[src/rtl/nibble_serial_adder.sv]
// Nibble-serial adder: a WIDTH-bit add sequenced through one 4-bit slice,
// LS nibble first, with the slice carry registered between cycles.

module adder_4bit (
   input  logic [3:0] a,
   input  logic [3:0] b,
   input  logic       cin,
   output logic [3:0] s,
   output logic       cout
);
   assign {cout, s} = {1'b0, a} + {1'b0, b} + {4'b0000, cin};
endmodule

module nibble_serial_adder #(
   parameter int unsigned WIDTH = 16
) (
   input  logic             clk,
   input  logic             n_rst,
   input  logic             start,
   input  logic             clear,
   input  logic [WIDTH-1:0] a,
   input  logic [WIDTH-1:0] b,
   input  logic             carry_in,
   output logic             busy,
   output logic             done,
   output logic [WIDTH-1:0] sum,
   output logic             overflow
);
   localparam int unsigned NIB = WIDTH / 4;
   localparam int unsigned CW  = (NIB > 1) ? $clog2(NIB) : 1;

   typedef enum logic [1:0] {S_IDLE, S_ADD, S_DONE} state_t;

   state_t           state_q, state_d;
   logic [WIDTH-1:0] a_sh_q, a_sh_d;
   logic [WIDTH-1:0] b_sh_q, b_sh_d;
   logic [WIDTH-1:0] acc_q, acc_d;
   logic [WIDTH-1:0] sum_q, sum_d;
   logic [CW-1:0]    cnt_q, cnt_d;
   logic             c_q, c_d;
   logic             ovf_q, ovf_d;
   logic             load;

   logic [3:0]       slice_sum;
   logic             slice_cout;

   adder_4bit u_slice (
      .a    (a_sh_q[3:0]),
      .b    (b_sh_q[3:0]),
      .cin  (c_q),
      .s    (slice_sum),
      .cout (slice_cout)
   );

   always_comb begin
      state_d = state_q;
      a_sh_d  = a_sh_q;
      b_sh_d  = b_sh_q;
      acc_d   = acc_q;
      sum_d   = sum_q;
      cnt_d   = cnt_q;
      c_d     = c_q;
      ovf_d   = ovf_q;
      load    = 1'b0;

      if (clear) begin
         state_d = S_IDLE;
      end else begin
         case (state_q)
            S_IDLE: load = start;
            S_ADD: begin
               // acc shifts right so the newest slice lands in the MS nibble
               acc_d              = acc_q >> 4;
               acc_d[WIDTH-1 -: 4] = slice_sum;
               a_sh_d             = a_sh_q >> 4;
               b_sh_d             = b_sh_q >> 4;
               c_d                = slice_cout;
               cnt_d              = cnt_q + CW'(1);
               if (cnt_q == CW'(NIB - 1)) begin
                  sum_d   = acc_d;
                  ovf_d   = slice_cout;
                  state_d = S_DONE;
               end
            end
            S_DONE: begin
               load    = start;
               state_d = S_IDLE;
            end
            default: state_d = S_IDLE;
         endcase

         if (load) begin
            state_d = S_ADD;
            a_sh_d  = a;
            b_sh_d  = b;
            c_d     = carry_in;
            cnt_d   = '0;
            acc_d   = '0;
         end
      end
   end

   always_ff @(posedge clk or negedge n_rst) begin
      if (!n_rst) begin
         state_q <= S_IDLE;
         a_sh_q  <= '0;
         b_sh_q  <= '0;
         acc_q   <= '0;
         sum_q   <= '0;
         cnt_q   <= '0;
         c_q     <= 1'b0;
         ovf_q   <= 1'b0;
      end else begin
         state_q <= state_d;
         a_sh_q  <= a_sh_d;
         b_sh_q  <= b_sh_d;
         acc_q   <= acc_d;
         sum_q   <= sum_d;
         cnt_q   <= cnt_d;
         c_q     <= c_d;
         ovf_q   <= ovf_d;
      end
   end

   assign busy     = (state_q == S_ADD);
   assign done     = (state_q == S_DONE);
   assign sum      = sum_q;
   assign overflow = ovf_q;

endmodule

[config.mk]
export PLATFORM = sky130hd
export DESIGN_NAME = nibble_serial_adder
export DESIGN_NICKNAME = d
export VERILOG_FILES = /design/src/rtl/nibble_serial_adder.sv
export SDC_FILE = /design/constraint.sdc
export NUM_CORES = 1
export LEC_CHECK = 0
export BUFFER_PORTS_ARGS = -buffer_cell sky130_fd_sc_hd__buf_2
export CAP_MARGIN = 20
export CORE_ASPECT_RATIO = 1.2
export CORE_UTILIZATION = 49
export DETAILED_ROUTE_END_ITERATION = 10
export PLACE_DENSITY = 0.82
export SYNTH_ARGS = -nofsm -noshare
export SYNTH_HDL_FRONTEND = slang
export SYNTH_SLANG_ARGS = --single-unit
[constraint.sdc]
create_clock -name clk -period 1.8 [get_ports clk]
set_clock_uncertainty 0.1 [all_clocks]
set_input_delay 0.09 -clock clk [delete_from_list [all_inputs] [get_ports clk]]
set_output_delay 0.09 -clock clk [all_outputs]
set_load 0.005 [all_outputs]
* Word level (Yosys, flattened, before mapping) *
Index checks and enable logic that the tools add are counted.

storage, ports and cells
  flip-flop bits (word level) = 70
  input bits = 37
  output and inout port bits = 19
  logic and storage cells = 39

operators by class
  $add $sub $neg = 3
  eq/ne operators = 5
  muxes and demuxes = 16
  bitwise logic cells = 1
  reduce and logical (&&, ||, !) cells = 6

operators by type and width
  kind                                                  number
  two-way mux 16 bit                                    6
  two-way mux 2 bit                                     5
  adder 4 x 4 -> 5 bit                                  1
  adder 5 x 1 -> 5 bit                                  1
  equality test 2 bit (second input constant)           2
  two-way mux 1 bit                                     4
  != test 4 x 2 -> 1 bit (second input constant)        1
  case mux 2 bit (2 select lines)                       1
  AND reduction 2 bit                                   2
  != test 3 bit (second input constant)                 1
  AND reduction 3 bit                                   1
  adder 2 x 1 -> 2 bit (second input constant)          1
  equality test 2 x 1 -> 1 bit (second input constant)  1
  logical NOT 2 bit                                     1
  nonzero test 2 bit                                    1
  OR reduction 2 bit                                    1
  NOT 1 bit                                             1

* Longest topological paths before layout *
Gate-level depths: netlist of the first run.

  depth in word-level cells = 6
  mapped depth = 5
  mapped depth without buffers = 5

* Cells and area by module *
A second synthesis of the first run with hierarchy kept.

second synthesis, totals
  cells, all modules = 225
  area, all modules = 2854.0 um^2

by module, submodules not included
  module               times used  cells each  area each (um^2)  seq. area each (um^2)
  nibble_serial_adder  1           209         2710.1            1651.6
  adder_4bit           1           16          143.9             0.0

* Least setup slack after synthesis of the first run *
Ideal clock, no wire load.

  path type = register to register
  start point = register a_sh_q[0]
  end point = register c_q
  setup time = 126 ps
  data arrival time = 1720 ps
  data required time = 1574 ps
  path slack = -145 ps
  cell stages (with the launch flop) = 6
  period minus slack after synthesis = 1945 ps
  cells stage by stage = dfrtp_1 fa_1 fa_1 a21o_1 a211oi_1 o2bb2ai_1

between the ends
  longest elaborated chain between the ends = 4

ends and longest elaborated chain
  element                 RTL line  source
  from (decl)             35        logic [WIDTH-1:0] a_sh_q, a_sh_d;
  from (signal assigned)  115       a_sh_q <= a_sh_d;
  adder 4 x 4 -> 5 bit    11        assign {cout, s} = {1'b0, a} + {1'b0, b} + {4'b0000, cin};
  adder 5 x 1 -> 5 bit    11
  two-way mux 1 bit       69        case (state_q)
  two-way mux 1 bit       92        if (load) begin
  to (signal assigned)    111       c_q <= 1'b0;
  to (signal assigned)    120       c_q <= c_d;
  to (decl)               40        logic c_q, c_d;

Every way passes these cells. The select of a mux whose other input is x is not followed.
A chain may end at the register's enable or synchronous reset.

* Final worst setup path of the first run *
Same ends and word-level chain as after synthesis.

==> results.cfg, run 1 <==
[outcome]
status = finished, violations left
violations = setup timing

[timing]
finalSetupViolCount = 1
drv_slew = 0
fmax_mhz = 543
worst_slack_ns = -0.0416
finalSetupTns_ns = -0.0416
hold_viol = 0
rsz0062_at_grt = true
relSlewSlack = 0.623
fin_crit_ns = 1.84
period_share = 1.02
fin_hold_ws_ns = 0.00606
tightestPinTransition_ns = 0.566

[routing]
drc = 0
ant_nets = 0
drt_iter0_markers = 69
routed_wl_um = 5980
drt-wirelength-per-cell_um = 14.6
firstDrtPassIters = 4
via_per_inst = 5.28
num_vias = 2158

[floorplanning]
fp.dieH_um = 86.1
die_w_um = 72.1
dieArea_mm2 = 0.00621
start_util = 0.509
pin_count = 56
fp.coreArea_mm2 = 0.00567
fp-row-count = 30

[synth]
synth_top_family_by_area = multiplexers
synth.distinct_cells = 33
yosys.area_share.simple = 0.0793
synthAdderAreaFrac = 0.0312
synth.avg_cell_area_um2 = 12.7
synth_compound_area_frac = 0.133
synth_mux_area_frac = 0.137
synthXorXnorAreaFrac = 0.00303
seq_area_frac_synth = 0.572
syn-num-nets = 270
ys_seq_elements = 66
synthCells = 227
yosysWarnings = 0
syn_area_mm2 = 0.00289

[final_layout]
layout_commonest_cell = dfrtp_1
finalNetCount = 367
drive_above_1_share = 0.331
layout.cells.most_common_list = dfrtp_1, buf_2, dlygate4sd3_1, mux2i_1, a21oi_1
stdcell_count = 409
diodes = 0
area_delta_synth_final_pct = 34.5

[power]
p_comb_frac = 0.313
switching_share = 0.311
p_total_mw = 5.15
power_frac_seq = 0.439
ir_drop_uv = 679
clkPwrFrac = 0.248
power.density_mw_per_mm2 = 1330
leakagePower_nw = 1.87
p_sw_mw = 1.61
internal-power_mw = 3.55

[setup_path]
cp_max_fo = 2
crit_path_end_kind = flip-flop
setup.worst_path.class = flip-flop to flip-flop
cp.arrival_ns = 1.98
crit_required_ns = 1.93
startpoint_type = flip-flop

[cts]
clk_path_buf_depth = 2
cts_buffers = 9
numClockSinks = 66
cts.htree.levels = 3
clkTransAtPathRegs_ns = 0.07
clkLatencyLatePin_ns = 0.34
cts_tree = done
cts-root-buf = clkbuf_8

[run]
max_cap_violations = 0

[global_route]
grt.met3_usage = 0.0611
antenna_found_initial = 0
grt.met2_usage = 0.353
grt_pass1_wl_um = 9990
grt_max_degree = 38
grt_use_total = 0.213
grtUsageMet1 = 0.261
grt_pass1_vias = 2200
overflow = 0
top_usage_layer = met2

[placement]
place_hpwl_um = 3790
io_buffers = 55
dp_cells = 357
routabilityCongestion = 0.808

[worst_hold_path]
holdCritPathClass = input port to flip-flop
[critical path, cell delays in order (launching register included)]
cell       delay, ns
dfrtp_1         0.41
fa_2            0.42
fa_2            0.35
a21o_1          0.19
a211oi_2        0.18
o2bb2ai_1       0.08
[cell usage after synthesis, drive strengths merged]
cell type,count,share of area
nor2b,3,0.0065
nor3,24,0.042
a211oi,1,0.0026
xnor2,1,0.0030
o32ai,1,0.0030
or2,1,0.0022
o21ai,3,0.0052
nor3b,2,0.011
buf,14,0.034
and3b,1,0.0030
ha,4,0.017
nand2b,1,0.0022
a22o,19,0.058
inv,3,0.0039
nor2,1,0.0022
a21oi,26,0.045
a21o,1,0.0026
a21boi,1,0.0026
nand2,4,0.0052
o31ai,1,0.0026
fa,2,0.014
mux2i,25,0.087
nand3,1,0.0017
mux2,13,0.051
o2bb2ai,3,0.0091
clkbuf,3,0.0065
nand4bb,1,0.0039
dfrtp,66,0.57
o21bai,1,0.0026
[cells by family after synthesis]
logic type                 Yosys count
AOI/OAI and AO/OA                   57
buffers and inverters               20
and+or+nand+nor                     39
muxes                               38
DFF                                 66
adders and majority gates            6
xor gates and xnor gates             1
[power groups by stage]
stage	Combinational, mW	Sequential, mW	Clock, mW
floorplan	1.02	2.22	0
global placement	1.38	2.26	0
detailed placement	1.46	2.29	0
CTS	1.57	2.26	1.29
global route	1.80	2.32	1.35
finish	1.61	2.26	1.28
[cell type report]
cell class	count	area [um2]
clock inverter	4	50.0
timing repair buffer	103	766
fill	453	1780
clock buffer	12	155
inverter	3	11.3
sequential	66	1650
tap	80	100
multi-input combinational	141	1150
[per-stage QoR]
step / worst slack (ns) / instance area [um2] / util
finish: -0.0416 / 3880 / 0.685
global route: -0.0739 / 3880 / 0.685
CTS: -0.0519 / 3860 / 0.681
detailed placement: -0.0484 / 3310 / 0.584
global placement: -0.00000666 / 3310 / 0.584
floorplan: 0.0154 / 2900 / -
[state kept, by name, indices dropped and copies added, names as in the netlist]
| name | cells |
|---|---|
| b_sh_q | 16 |
| acc_q | 12 |
| sum | 16 |
| state_q | 2 |
| a_sh_q | 16 |
| overflow | 1 |
| c_q | 1 |
| cnt_q | 2 |
[worst paths after layout]
check                           from    endpoint  slack, ns  cells after the start
max                        a_sh_q[0]         c_q      -0.04                      5
min                             b[2]   b_sh_q[2]      0.006                      3
max reg2reg                a_sh_q[0]         c_q      -0.04                      5
min reg2reg                  sum[11]     sum[11]       0.39                      2
max in group asynchronous      n_rst   acc_q[13]       0.90                      3
min in group asynchronous      n_rst  state_q[1]       0.17                      2
[what timing repair did]
| item | 4_1_cts | 5_1_grt |
|---|---|---|
| cloned | 0 | 0 |
| hold buffers | 32 | 0 |
| resized for setup | 4 | 2 |
| setup buffers | 1 | 3 |
| hold endpoints to repair | 51 | 0 |
| pin swaps | 0 | 3 |
| endpoints found under the setup margin | 23 | 8 |
[per-layer routing]
layer | part of all wire | vias to the layer above
li1 | - | 1027
met1 | 0.43 | 1065
met2 | 0.51 | 57
met3 | 0.040 | 9
met4 | 0.017 | 0
met5 | 0 | -
No activity file was read; power rests on OpenSTA's default activity.
==> run 2: changes to the inputs <==
==> constraint.sdc (replaced) <==
create_clock -name clk -period 1.8 [get_ports clk]
set_clock_uncertainty 0.1 [all_clocks]
set_input_delay 0.36 -clock clk [delete_from_list [all_inputs] [get_ports clk]]
set_output_delay 0.36 -clock clk [all_outputs]
set_load 0.005 [all_outputs]
==> run 2 against run 1 <==
Compared with the run above: the run still ends with setup timing left; die area stayed put; critical path type unchanged; register-to-register slack hardly changed; sequential cell count stayed put; cell area is 9.8% lower; via count is 6.9% lower; first-iteration DRC count is 81% higher; sequential share of layout area is 4.6 points higher; global-route usage is 0.86 points lower; sequential power hardly changed.
==> results.cfg, run 2 (synthesized netlist as in run 1, its figures left out) <==
[final_layout]
multi_input_area_mm2 = 0.00115
fin_util = 0.618
stdcell_count = 374
diodes = 0
layout_commonest_cell = dfrtp_1
final_cell_area_mm2 = 0.00350
area_delta_synth_final_pct = 21.3
regArea_mm2 = 0.00165
fill_cells = 471
drive_above_1_share = 0.357
layout.cells.most_common_list = dfrtp_1, buf_2, mux2i_1, a21oi_1, nor3_1
finalNetCount = 336

[worst_hold_path]
holdCritPathClass = input port to flip-flop
hold_end = a_sh_q[13]
min_from = a[13]
holdPathStages = 2

[power]
power_frac_seq = 0.466
leakagePower_nw = 1.71
p_sw_mw = 1.53
p_comb_frac = 0.328
power.density_mw_per_mm2 = 1380
internal-power_mw = 3.32
clkPwrFrac = 0.206
ir_drop_uv = 586
switching_share = 0.316

[placement]
dp_worst_setup_slack_ns = -0.0369
routabilityCongestion = 0.798
io_buffers = 55
dp_cells = 356
dpl_cell_area_mm2 = 0.00329
place_hpwl_um = 3620

[routing]
drc = 0
num_vias = 2010
via_per_inst = 5.37
routed_wl_um = 5650
ant_nets = 0
drt_iter0_markers = 125
drt-wirelength-per-cell_um = 15.1
firstDrtPassIters = 4

[cts]
numClockSinks = 66
cts.htree.levels = 3
clkTransAtPathRegs_ns = 0.06
cts_tree = done
cts_buffers = 9
clk_path_buf_depth = 2
clkLatencyLatePin_ns = 0.33
cts-root-buf = clkbuf_8

[setup_path]
cp.arrival_ns = 1.96
crit_required_ns = 1.92
cp_max_fo = 2
startpoint_type = flip-flop
r2r-start = c_q
r2r_end = c_q
setup.worst_path.class = flip-flop to flip-flop
crit_path_end_kind = flip-flop
reg2reg_depth = 5
worst-r2r-setup-slack_ns = -0.04

[timing]
tightestPinTransition_ns = 0.528
relSlewSlack = 0.647
hold_viol = 0
drv_slew = 0
finalSetupViolCount = 1
rsz0062_at_grt = true
period_share = 1.02
fmax_mhz = 544
worst_slack_ns = -0.0366
fin_crit_ns = 1.84

[run]
max_cap_violations = 0

[floorplanning]
start_util = 0.509
die_w_um = 72.1
fp.coreArea_mm2 = 0.00567
pin_count = 56
fp.dieH_um = 86.1
dieArea_mm2 = 0.00621
fp-row-count = 30

[outcome]
violations = setup timing
status = finished, violations left

[global_route]
grt_pass1_vias = 2027
grt_pass1_wl_um = 9450
overflow = 0
grt_use_total = 0.205
antenna_found_initial = 0
grt_max_degree = 67
[run 2: changes by cell type in the layout (fill, tap and decap cells not counted), sizes merged]
cell / delta
dlygate4sd3: -31
clkbuf: -1
bufinv: -1
clkinvlp: -2
[run 2: how the worst max path moves through the flow]
stage	startpoint	endpoint	slack (ns)	depth (start not counted)
6_report	c_q	c_q	-0.04	5
5_1_grt	c_q	c_q	-0.08	5
4_1_cts	a_sh_q[0]	c_q	-0.03	5
3_5_place_dp	c_q	c_q	-0.04	5
3_3_place_gp	c_q	c_q	-0.0003	5
2_1_floorplan	c_q	c_q	0.02	5
[run 2: cell type report]
cell class / instances / area share
clock inverter: 1 / 0.00143
inverter: 3 / 0.00322
sequential: 66 / 0.472
tap: 80 / 0.0286
timing repair buffer: 72 / 0.126
multi-input combinational: 141 / 0.328
clock buffer: 11 / 0.0404
[run 2: power groups by stage]
stage	Clock [mW]	Sequential [mW]	Combinational, mW
detailed placement	0	2.29	1.45
global route	1.09	2.32	1.78
finish	0.997	2.26	1.59
global placement	0	2.26	1.38
CTS	1.02	2.26	1.52
floorplan	0	2.22	1.02
[run 2: critical path, stage by stage, from the launching register on]
cell,delay [ns]
dfrtp_1,0.40
fa_2,0.41
fa_2,0.36
a21o_1,0.19
a211oi_2,0.18
o2bb2ai_1,0.08
[run 2: per-layer routing]
layer / track usage / wire length, um / vias to the layer above
met1: 0.254 / 2530 / 992
met2: 0.331 / 2810 / 47
met3: 0.0353 / 197 / 11
met4: 0.128 / 108 / 0
li1: - / - / 960
met5: 0 / 0 / -
[run 2: through the flow]
step / TNS [ns] / hold slack, ns / total power [mW]
3_5_place_dp: -0.114 / 0.308 / 3.74
3_3_place_gp: -0.000286 / 0.300 / 3.64
6_report: -0.0366 / 0.147 / 4.85
4_1_cts: -0.0329 / 0.135 / 4.81
5_1_grt: -0.164 / 0.141 / 5.19
2_1_floorplan: 0 / -0.0356 / 3.24
[run 2: repair_timing]
| item | CTS | global route |
|---|---|---|
| hold buffers | 1 | 0 |
| gates resized for setup | 3 | 3 |
| hold endpoints to repair | 66 | 0 |
| setup buffers | 2 | 3 |
| setup endpoints to repair | 23 | 5 |
| pin swaps | 2 | 2 |
